## config.mk

```make
export PLATFORM = sky130hd
export DESIGN_NAME = morra_match_ctrl
export DESIGN_NICKNAME = d
export VERILOG_FILES = /design/src/rtl/morra_match_ctrl.sv
export SDC_FILE = /design/constraint.sdc
export NUM_CORES = 1
export LEC_CHECK = 0
export ABC_AREA = 1
export CORE_UTILIZATION = 33
export CTS_CLUSTER_SIZE = 30
export DETAILED_ROUTE_END_ITERATION = 8
export PLACE_DENSITY_LB_ADDON = 0.25
export RECOVER_POWER = 25
export SYNTH_ARGS = -nofsm -noshare
export SYNTH_HDL_FRONTEND = slang
export SYNTH_SLANG_ARGS = --single-unit
```

## constraint.sdc

```tcl
create_clock -name clk -period 2 [get_ports clk]
set_input_delay 0.4 -clock clk [delete_from_list [all_inputs] [get_ports clk]]
set_output_delay 0.4 -clock clk [all_outputs]
set_load 0.02 [all_outputs]
```

## src/rtl/morra_match_ctrl.sv

```systemverilog
// Morra match sequencer: starts and configures the game core, collects one move per player
// per round, feeds the pair to the core for CORE_LAT cycles, then samples and scores the verdict.
module morra_match_ctrl #(
    parameter int TIMEOUT_CYCLES = 255,
    parameter int CORE_LAT       = 2,
    parameter int MAX_ROUNDS     = 19
) (
    input  logic       clk,
    input  logic       rst_n,
    input  logic       match_req,
    input  logic [3:0] match_cfg,
    output logic       match_busy,
    input  logic [1:0] p1_move,
    input  logic       p1_valid,
    output logic       p1_ready,
    input  logic [1:0] p2_move,
    input  logic       p2_valid,
    output logic       p2_ready,
    output logic       core_start,
    output logic [1:0] core_p1,
    output logic [1:0] core_p2,
    input  logic [1:0] core_round,
    input  logic [1:0] core_game,
    output logic       round_valid,
    output logic [1:0] round_result,
    output logic [4:0] p1_wins,
    output logic [4:0] p2_wins,
    output logic [4:0] rounds_played,
    output logic [1:0] timeout_flags,
    output logic       match_done,
    output logic [1:0] match_result,
    output logic [2:0] dbg_state
);
    // Move handshake: a move transfers on a cycle where pX_valid && pX_ready are both high.
    localparam int TW = $clog2(TIMEOUT_CYCLES + 1);
    localparam logic [TW-1:0] TO_LAST  = TW'(TIMEOUT_CYCLES - 1);
    localparam logic [2:0]    LAT_LAST = 3'(CORE_LAT - 1);
    localparam logic [4:0]    MAX_R    = 5'(MAX_ROUNDS);

    typedef enum logic [2:0] {
        S_IDLE    = 3'd0,
        S_INIT    = 3'd1,
        S_CONFIG  = 3'd2,
        S_COLLECT = 3'd3,
        S_APPLY   = 3'd4,
        S_RESULT  = 3'd5,
        S_DONE    = 3'd6
    } state_e;

    state_e        state_q, state_d;
    logic [3:0]    cfg_q, cfg_d;
    logic [TW-1:0] timer_q, timer_d;
    logic [2:0]    lat_q, lat_d;
    logic [1:0]    m1_q, m1_d, m2_q, m2_d;
    logic          have1_q, have1_d, have2_q, have2_d;
    logic [1:0]    tflags_q, tflags_d;
    logic          rv_q, rv_d;
    logic [1:0]    rres_q, rres_d;
    logic [4:0]    p1w_q, p1w_d, p2w_q, p2w_d, rp_q, rp_d;
    logic [1:0]    mres_q, mres_d;

    logic       cap1, cap2, both, expire;
    logic [4:0] rp_inc;

    assign cap1   = p1_valid && p1_ready;
    assign cap2   = p2_valid && p2_ready;
    assign both   = (have1_q || cap1) && (have2_q || cap2);
    assign expire = (state_q == S_COLLECT) && (timer_q == TO_LAST);
    assign rp_inc = (rp_q == 5'd31) ? rp_q : rp_q + 5'd1;

    always_ff @(posedge clk or negedge rst_n) begin
        if (!rst_n) begin
            state_q  <= S_IDLE;
            cfg_q    <= '0;
            timer_q  <= '0;
            lat_q    <= '0;
            m1_q     <= '0;
            m2_q     <= '0;
            have1_q  <= 1'b0;
            have2_q  <= 1'b0;
            tflags_q <= '0;
            rv_q     <= 1'b0;
            rres_q   <= '0;
            p1w_q    <= '0;
            p2w_q    <= '0;
            rp_q     <= '0;
            mres_q   <= '0;
        end else begin
            state_q  <= state_d;
            cfg_q    <= cfg_d;
            timer_q  <= timer_d;
            lat_q    <= lat_d;
            m1_q     <= m1_d;
            m2_q     <= m2_d;
            have1_q  <= have1_d;
            have2_q  <= have2_d;
            tflags_q <= tflags_d;
            rv_q     <= rv_d;
            rres_q   <= rres_d;
            p1w_q    <= p1w_d;
            p2w_q    <= p2w_d;
            rp_q     <= rp_d;
            mres_q   <= mres_d;
        end
    end

    always_comb begin
        state_d = state_q;
        case (state_q)
            S_IDLE:    if (match_req) state_d = S_INIT;
            S_INIT:    state_d = S_CONFIG;
            S_CONFIG:  state_d = S_COLLECT;
            S_COLLECT: if (both || expire) state_d = S_APPLY;
            S_APPLY:   if (lat_q == LAT_LAST) state_d = S_RESULT;
            S_RESULT: begin
                if (core_game != 2'b00 || rp_inc == MAX_R) state_d = S_DONE;
                else                                       state_d = S_COLLECT;
            end
            S_DONE:    state_d = S_IDLE;
            default:   state_d = S_IDLE;
        endcase
    end

    always_comb begin
        cfg_d    = cfg_q;
        timer_d  = timer_q;
        lat_d    = lat_q;
        m1_d     = m1_q;
        m2_d     = m2_q;
        have1_d  = have1_q;
        have2_d  = have2_q;
        tflags_d = tflags_q;
        rv_d     = 1'b0;
        rres_d   = rres_q;
        p1w_d    = p1w_q;
        p2w_d    = p2w_q;
        rp_d     = rp_q;
        mres_d   = mres_q;

        if (state_q == S_IDLE && match_req) begin
            cfg_d    = match_cfg;
            p1w_d    = '0;
            p2w_d    = '0;
            rp_d     = '0;
            tflags_d = '0;
        end

        if (state_q != S_COLLECT && state_d == S_COLLECT) begin
            timer_d  = '0;
            have1_d  = 1'b0;
            have2_d  = 1'b0;
            tflags_d = '0;
        end

        if (state_q == S_COLLECT) begin
            timer_d = timer_q + 1'b1;
            if (cap1) begin
                m1_d    = p1_move;
                have1_d = 1'b1;
            end
            if (cap2) begin
                m2_d    = p2_move;
                have2_d = 1'b1;
            end
            // A player still missing at expiry is substituted with a null move.
            if (expire && !have1_q && !cap1) begin
                m1_d        = 2'b00;
                have1_d     = 1'b1;
                tflags_d[0] = 1'b1;
            end
            if (expire && !have2_q && !cap2) begin
                m2_d        = 2'b00;
                have2_d     = 1'b1;
                tflags_d[1] = 1'b1;
            end
        end

        if (state_q == S_APPLY) lat_d = lat_q + 3'd1;
        else                    lat_d = '0;

        if (state_q == S_RESULT) begin
            rv_d   = 1'b1;
            rres_d = core_round;
            rp_d   = rp_inc;
            if (core_round == 2'b01) p1w_d = p1w_q + 5'd1;
            if (core_round == 2'b10) p2w_d = p2w_q + 5'd1;
            if (core_game != 2'b00)  mres_d = core_game;
            else if (rp_inc == MAX_R) mres_d = 2'b00;
        end
    end

    always_comb begin
        match_busy = (state_q != S_IDLE);
        core_start = (state_q == S_INIT);
        match_done = (state_q == S_DONE);
        p1_ready   = (state_q == S_COLLECT) && !have1_q;
        p2_ready   = (state_q == S_COLLECT) && !have2_q;
        core_p1    = 2'b00;
        core_p2    = 2'b00;
        case (state_q)
            S_CONFIG: {core_p1, core_p2} = cfg_q;
            S_APPLY: begin
                core_p1 = m1_q;
                core_p2 = m2_q;
            end
            default: ;
        endcase
    end

    assign round_valid   = rv_q;
    assign round_result  = rres_q;
    assign p1_wins       = p1w_q;
    assign p2_wins       = p2w_q;
    assign rounds_played = rp_q;
    assign timeout_flags = tflags_q;
    assign match_result  = mres_q;
    assign dbg_state     = state_q;
endmodule

```

## Word-level counts from Yosys, hierarchy flattened

Index checks and enable logic that the tools add are counted.

| word-level totals | value |
|---|---|
| register bits | 46 |
| output and inout bits | 34 |
| word-level logic and storage cells | 104 |

| cells by class | value |
|---|---|
| $add $sub $neg | 5 |
| equality and inequality tests | 14 |
| mux-type cells | 39 |
| reductions and logical operators | 31 |

Operator list:

| cell | number |
|---|---|
| 5-bit 2-to-1 mux | 9 |
| 2-bit 2-to-1 mux | 9 |
| 3-bit case mux with 6 select lines | 1 |
| 8-bit 2-to-1 mux | 2 |
| 5-bit by 1-bit adder with 5-bit output (second input constant) | 3 |
| 3-bit 2-to-1 mux | 5 |
| 1-bit logical AND | 12 |
| 2-bit nonzero test | 6 |
| 1-bit 2-to-1 mux | 11 |
| 5-bit == test (second input constant) | 2 |
| 3-bit by 2-bit == test with 1-bit output (second input constant) | 3 |
| 3-bit == test (second input constant) | 3 |
| 8-bit by 1-bit adder with 8-bit output (second input constant) | 1 |
| 8-bit == test (second input constant) | 1 |
| 2-bit case mux with 2 select lines | 2 |
| 3-bit by 1-bit == test with 1-bit output (second input constant) | 2 |
| 2-bit AND reduction | 3 |
| 1-bit logical NOT | 4 |
| 1-bit logical OR | 4 |
| 3-bit by 1-bit adder with 3-bit output (second input constant) | 1 |
| 3-bit logical NOT | 1 |
| 3-bit by 2-bit inequality test with 1-bit output (second input constant) | 1 |
| 3-bit nonzero test | 1 |
| 2-bit by 1-bit == test with 1-bit output (second input constant) | 1 |
| 2-bit == test (second input constant) | 1 |

## Logic depth before layout (Yosys ltp)

Gate-level depths: netlist of run 1.

| logic depth | value |
|---|---|
| depth in word-level cells | 14 |
| gate-level depth with buffers | 12 |

## Worst setup path before layout of run 1

OpenSTA, ideal clock, no wires.

| timing | value |
|---|---|
| path type | register -> output |
| start | register state_q[0], in the netlist dbg_state[0] |
| end | output core_p1[0] |
| arrival time | 1439 ps |
| slack | 161 ps |
| stages on the path, launching flop included | 5 |
| cell sequence | dfrtp_1 > buf_4 > nor2_1 > nand2_1 > o21ai_0 |

| between the ends | value |
|---|---|
| cells in the longest elaborated chain, start to end | 2 |
| elaborated cells on any way between the ends | 3 |
| classes of those cells | eq/ne: 2; mux: 1 |

RTL lines:

| item | line | text |
|---|---|---|
| start, declared | 50 | `state_e state_q, state_d;` |
| start signal, assigned | 89 | `state_q <= state_d;` |
| 3-bit == test / 3-bit by 2-bit == test with 1-bit output (equally long branches) | 200 | `case (state_q)` |
| 2-bit case mux with 2 select lines (*) | 200 |  |
| end, declared | 20 | `output logic [1:0] core_p1,` |

Mark *: on every way between the ends. The rest lies on a longest branch, timed or not.

## Worst setup path in the final report of run 1

| timing | value |
|---|---|
| start | register state_q[1], in the netlist dbg_state[1] |
| end | output dbg_state[1] |

RTL lines:

| item | line | text |
|---|---|---|
| end, declared | 32 | `output logic [2:0] dbg_state` |

No word-level cell between the ends.

==> results of run 1 <==
==> area by class of cell <==
type | count | area [um2] | share of cell area [%]
tap | 96 | 120 | 3.74
multi-input combinational | 200 | 1050 | 32.8
timing repair buffer | 68 | 589 | 18.4
sequential | 46 | 1150 | 35.9
clock inverter | 1 | 30.0 | 0.936
clock buffer | 6 | 82.6 | 2.57
inverter | 49 | 184 | 5.73
==> cells by family after synthesis <==
family / share of synthesized area, %
AOI/OAI and AO/OA: 10.2
xor gates and xnor gates: 1.82
and+or+nand+nor: 27.5
adders and majority gates: 3.64
DFF: 47.8
buffers and inverters: 8.94
==> worst reg2reg max path: cells and delay by family, from the launching register on <==
family | cells | cell delay, ns
buffers and inverters | 4 | 0.49
flip-flops | 1 | 0.45
AND/OR/NAND/NOR | 8 | 0.88
==> state kept, by name (all words and copies together), names as in the netlist <==
| signal | count |
|---|---|
| timer_q | 8 |
| p1_wins | 5 |
| p2_wins | 5 |
| rounds_played | 5 |
| cfg_q | 4 |
| dbg_state | 3 |
| lat_q | 3 |
| m1_q | 2 |
| m2_q | 2 |
| match_result | 2 |
| round_result | 2 |
| timeout_flags | 2 |
| have1_q | 1 |
| have2_q | 1 |
| round_valid | 1 |
==> where the power goes <==
part / internal, mW / switching [mW]
Sequential: 1.19 / 0.220
Clock: 0.400 / 0.311
Combinational: 0.818 / 1.15
==> final timing paths <==
kind                                   endpoint  slack, ns  cells past startpoint
max in group asynchronous            p2_wins[3]       0.47                      2
worst max-delay path               dbg_state[1]       0.07                      3
worst min-delay path            round_result[0]       0.29                      1
worst min register to register         lat_q[0]       0.47                      1
min in group clk                       lat_q[0]       0.47                      1
worst max register to register          have2_q       0.13                     12
==> cell usage in the layout (no fill, tap or decap) <==
cell type,instances
a21oi_1,8
a22o_1,2
buf_2,2
buf_4,17
bufinv_16,1
clkbuf_1,1
clkbuf_2,6
clkbuf_8,6
clkdlybuf4s50_1,40
dfrtp_1,46
dlygate4sd2_1,2
ha_1,7
inv_1,47
inv_2,2
nand2_1,83
nand2_2,3
nand3_1,21
nand3_2,2
nand3_4,3
nand3b_1,1
nand4_1,3
nor2_1,22
nor2_2,2
nor2_4,1
nor3_1,3
o21ai_0,20
o21ai_2,1
o21bai_2,1
o22ai_1,3
o311ai_0,2
o31ai_1,2
o32ai_1,2
or2_2,3
xnor2_1,3
xor2_1,2
==> routing by layer <==
layer | share of wire (%) | routed length (um) | vias to the layer above
li1 | - | - | 1090
met1 | 49 | 2640 | 959
met2 | 46 | 2460 | 48
met3 | 4.4 | 237 | 6
met4 | 1.2 | 65 | 0
met5 | 0 | 0 | -
==> timing repair <==
action,in CTS,in global routing
endpoints found under the hold margin,0,0
buffers inserted,0,1
gates resized for setup,18,15
setup endpoints to repair,8,13
==> summary.md, run 1 <==
| Metric | Value |
|---|---|
| Post-synth top cells | 84 x nand2_1, 47 x inv_1, 46 x dfrtp_1, 24 x nor2_1, 21 x nand3_1 |
| Fill cells | 704 |
| Tot GR Track Use | 15.4% |
| CP dominant cell by count | buf_4 |
| First-pass GRT wire length | 9.09 mm |
| Ports | 51 |
| Setup Viol. Count Final | 0 |
| Lkg Pwr | roughly 1.6 nW |
| Net Count, Synth | roughly 320 |
| Post-place setup slack | -0.00961 ns |
| Worst-path cell chain | buf_4, buf_4, clkdlybuf4s50_1 |
| CP max stage cell | clkdlybuf4s50_1 |
| Yosys warnings | 0 |
| Register area share after synthesis | 47.8% |
| Layout cells sized above 1 | 13.5% |
| Die area | between 7000 and 8000 um2 |
| TritonCTS clock tree | done |
| Hpwl dp | 4.13 mm |
| Initial Util | 34.8% |
| WP data arrival | 1.53 ns |
| Depth of the CTS H-tree | 2 |
| Clk root buf | clkbuf_8 |
| Pre-antenna DRT Iters | 7 |
| Via count | 2103 |
| FFs w/ async S/R, synth | between 90% and 100% |
| CTS Sinks | 46 |
| Most frequent cell after synthesis | nand2_1 |
| CTS Hold Bufs | 0 |
| Final Hold Violating Endpoints | 0 |
| DRT iter0 DRCs | 90 |
| Delay-heaviest family, CP | buffers and inverters |
| Largest net degree at the start of global routing | 27 |
| Die W | slightly below 90 um |
| Cell Area, Synth | 2410 um2 |
| Worst slew pin tran | roughly 1.1 ns |
| Worst vdd ir | roughly 490 uV |
| Drt total wl | roughly 5.4 mm |
| Worst reg2reg startpoint | dbg_state[2] |
| Final Instance Area | 3210 um2 |
| TNS Setup | 0 ns |
| Top Usage Layer GRT | met2 |
| CP Max Fanout | 4 |
| WL/cell | 11.6 um |
| Most area-hungry cell type in the Yosys netlist | dfrtp_1 |
| Core Region | 6910 um2 |
| Final period util | a little over nine tenths |
| Worst rel slew slack | 26.0% |
| Crit Path Class | reg -> out |
| Setup crit end kind | output pin |
| Post-synth EDFFs | 0 |
| # DRC | 0 |
| Post-synth top area share | 47.8% |
| Non-Filler Instances | about 470 |
| Cells taking the most area after synthesis | dfrtp_1 48%, nand2_1 13%, inv_1 7.3%, nand3_1 4.4%, o21ai_0 4.2% |
| Vias in the first global route | 1919 |
| Row cnt | 30 |
| Post-layout util | 46.5% |
| Inst Count DP | 458 |
| Met3 GRT Util | 3.13% |
| Skew-Pair Late Insertion Delay | approximately 0.30 ns |
| Final max-slew violation count | 0 |
| Total gr overflow | 0 |
| Launch point of the worst path | dbg_state[1] |
| Clock slew at reported path FFs | 0.09 ns |
| N_diodes | 0 |
| Max_cap viols | 0 |
| Syn Area/Cell | 8.05 um2 |
| Cts bufs inserted | 5 |
| Outcome | completed |
| PortBufs | 50 |
| Post-synthesis cell type count | 29 |
| Post-Syn Instances | 299 |
| Worst Hold Slack | 0.289 ns |
| Antenna violations before repair | 0 |
| PD cells | 1270 nW/um2 |
| Slowest cell delay on critical path | 0.59 ns |
| Chip height | about 87 um |
| Dpl cell area | 3130 um2 |
| GRT met1 Usage | 21.9% |
| Tot Pwr | 4.08 mW |
| Final Wtd Congestion | 0.747 |
| Area growth from synthesis to layout | 33.4% |
| GR Layer Usage met2 | 23.7% |
| Worst Path Buf+Inv | 3 |
| Clock skew | around 0.0051 ns |
| Yosys reg bits | between 40 and 50 |
| Clk buf depth | 2 |
| Fin crit period | ~1.9 ns |
| Type of the worst min-delay path | in -> async |
| Fmax | 518 MHz |
| Startpoint types | register |
| Antenna viol nets, final | 0 |
| Worst path required time | 1.60 ns |
| RSZ-0062 raised after global routing | yes |
| Primary FF master, synth | dfrtp_1 |
| Final Net Count | 394 |
| Vias per inst | 4.51 |
| Final setup margin | 0.0698 ns |
Power figures use the tool's default switching activity.
==> run 2: changes to the inputs <==
--- a/config.mk
+++ b/config.mk
@@ -6,6 +6,8 @@
 export NUM_CORES = 1
 export LEC_CHECK = 0
 export ABC_AREA = 1
+export CELL_PAD_IN_SITES_DETAIL_PLACEMENT = 0
+export CELL_PAD_IN_SITES_GLOBAL_PLACEMENT = 1
 export CORE_UTILIZATION = 33
 export CTS_CLUSTER_SIZE = 30
 export DETAILED_ROUTE_END_ITERATION = 8
==> run 2 against run 1 <==
  * Critical path depth is 2 higher
  * Clock skew grew 0.0032 ns
  * Core utilization fell by 0.22 points
  * Largest power group unchanged
==> summary.md, run 2 (synthesis results as in run 1) <==
| Metric | Value |
|---|---|
| Slowest cell delay on critical path | 0.45 ns (-0.14 ns) |
| Net Sw Frac | 42.6% (+1.5 points) |
| N_diodes | 0 (unchanged) |
| Stages on the worst setup path | 5 (+2) |
| Delay-heaviest family, CP | buffers and inverters |
| Vias in the first global route | 2072 (+8.0%) |
| Clk root buf | clkbuf_8 |
| WP data arrival | 1.54 ns (about the same) |
| CTS Sinks | 46 (unchanged) |
| Lkg Pwr | 1.62 nW (-1.2%) |
| Worst Hold Slack | 0.295 ns (+0.00563 ns) |
| Clk buf depth | 2 (unchanged) |
| Commonest cells after routing, fill and taps aside | 84 x nand2_1, 46 x inv_1, 44 x dfrtp_1 |
| Final Wtd Congestion | 0.753 (+0.90%) |
| Reg area | 1150 um2 (+0.22%) |
| Depth of the CTS H-tree | 2 (unchanged) |
| Final period util | 97.2% (+0.66 points) |
| Max reg flops | 8 (unchanged) |
| Worst slew pin tran | 1.14 ns (+0.0305 ns) |
| Flop pwr share | 35.6% (+1.1 points) |
| Setup crit end kind | output pin |
| Core Region | 6910 um2 (unchanged) |
| Drt total wl | 5.65 mm (+4.3%) |
| Antenna viol nets, final | 0 (unchanged) |
| Psw | 1.69 mW (+0.97%) |
| PortBufs | 50 (unchanged) |
| Worst-path cell chain | inv_1, buf_4, nand2_1, nor2_1, dlygate4sd2_1 |
| Outcome | completed |
| PD cells | 1240 nW/um2 (-2.2%) |
| Final max-slew violation count | 0 (unchanged) |
| TritonCTS clock tree | done |
| GRT met1 Usage | 21.5% (-0.43 points) |
| Ports | 51 (unchanged) |
| Fmax | 515 MHz (-0.68%) |
| Post-CTS Repair Setup Buffers | 0 (unchanged) |
| Hpwl dp | 4.25 mm (+2.9%) |
| Tot Pwr | 3.97 mW (-2.7%) |
| Row cnt | 30 (unchanged) |
| # DRC | 0 (unchanged) |
| Final Net Count | 393 (-0.25%) |
| Area of the multi-input gates | 1040 um2 (-0.71%) |
| Layout cells sized above 1 | 13.2% (-0.27 points) |
| Vias per inst | 4.54 (+0.57%) |
| Via count | 2115 (+0.57%) |
| Type of the worst min-delay path | in -> async |
| TNS Setup | 0 ns (unchanged) |
| Worst path required time | 1.60 ns (about the same) |
| Final Hold Violating Endpoints | 0 (unchanged) |
| Setup Viol. Count Final | 0 (unchanged) |
| Gate power share | 49.3% (+1.2 points) |
| Clock share of power | 15.2% (-2.2 points) |
| Final setup margin | 0.0566 ns (-0.0131 ns) |
| CTS Hold Bufs | 0 (unchanged) |
| Clock slew at reported path FFs | 0.09 ns (about the same) |
| RSZ-0062 raised after global routing | no |
| Depth of the most critical reg-to-reg path | 12 (unchanged) |
| Largest net degree at the start of global routing | 28 (+3.7%) |
| R2r setup slk | 0.21 ns (+0.08 ns) |
| Die area | 7640 um2 (unchanged) |
| GR Layer Usage met2 | 26.4% (+2.8 points) |
| Tot GR Track Use | 16.1% (+0.74 points) |
| Top Usage Layer GRT | met2 |
| Commonest non-fill, non-tap cell in the layout | nand2_1 |
| Crit Path Class | reg -> out |
| Fin crit period | 1.94 ns (+0.0131 ns) |
| Inst Count DP | 458 (unchanged) |
| CP Max Fanout | 4 (unchanged) |
| Skew-Pair Late Insertion Delay | 0.30 ns (about the same) |
| First-pass GRT wire length | 9.50 mm (+4.5%) |
| Max_cap viols | 0 (unchanged) |
| Initial Util | 34.8% (unchanged) |
| Worst Path Buf+Inv | 3 (unchanged) |
| Startpoint types | register |
| Pre-antenna DRT Iters | 4 (-3) |
| Cell Int Power | 2.28 mW (-5.3%) |
| Final Instance Area | 3190 um2 (-0.47%) |
| Dpl cell area | 3130 um2 (unchanged) |
| Worst vdd ir | 462 uV (-5.2%) |
| Post-layout util | 46.3% (-0.22 points) |
| DRT iter0 DRCs | 78 (-13%) |
| Met3 GRT Util | 3.22% (+0.095 points) |
| Worst rel slew slack | 24.0% (-2.0 points) |
| Area growth from synthesis to layout | 32.8% |
| Cts bufs inserted | 5 (unchanged) |
| Antenna violations before repair | 0 (unchanged) |
| WL/cell | 12.1 um (+4.3%) |
| Top reg by flops | timer_q |
| Die W | 87.4 um (unchanged) |
| Chip height | 87.4 um (unchanged) |
| CP max stage cell | dfrtp_2 |
| Total gr overflow | 0 (unchanged) |
| Post-place setup slack | -0.0368 ns (-0.0272 ns) |
| Non-Filler Instances | 466 (unchanged) |
| Clock skew | 0.00825 ns (+0.00315 ns) |
| Fill cells | 708 (+0.57%) |
==> run 2: cell type report <==
type | count | area share (%)
repair buffers | 67 | 18.6
inverters | 49 | 5.88
multi-input cells | 200 | 32.7
clock inverters | 2 | 0.392
clock buffers | 6 | 2.59
well taps | 96 | 3.76
flip-flops and latches | 46 | 36.1
==> run 2: layer usage <==
metal	up-vias	part of all wire [%]
li1	1087	-
met2	35	46
met3	5	3.6
met5	-	0
met1	988	50
met4	0	0.90
==> run 2: power by group through the flow <==
stage	clock network (mW)	registers, mW	logic [mW]
after floorplan	0	1.55	1.03
after global placement	0	1.42	2.01
after detailed placement	0	1.42	2.02
after CTS	0.623	1.41	1.98
after global routing	0.659	1.45	2.18
final	0.603	1.41	1.96
==> run 2: timing repair <==
action | in CTS | in global routing
resized for setup | 12 | 14
setup endpoints to repair | 9 | 7
hold endpoints to repair | 0 | 0
==> run 2: final timing paths <==
kind	start	to
worst max-delay path	dbg_state[1]	core_start
worst min-delay path	rst_n	timer_q[6]
worst max register to register	dbg_state[2]	timer_q[4]
worst min register to register	lat_q[0]	lat_q[0]
max in group asynchronous	rst_n	cfg_q[0]
min in group clk	lat_q[0]	lat_q[0]
==> run 2: worst register-to-register path, delay by kind of cell (launching register included) <==
family	cells	cell delay (ns)
buffers and inverters	3	0.42
DFF	1	0.41
and+or+nand+nor	9	0.84
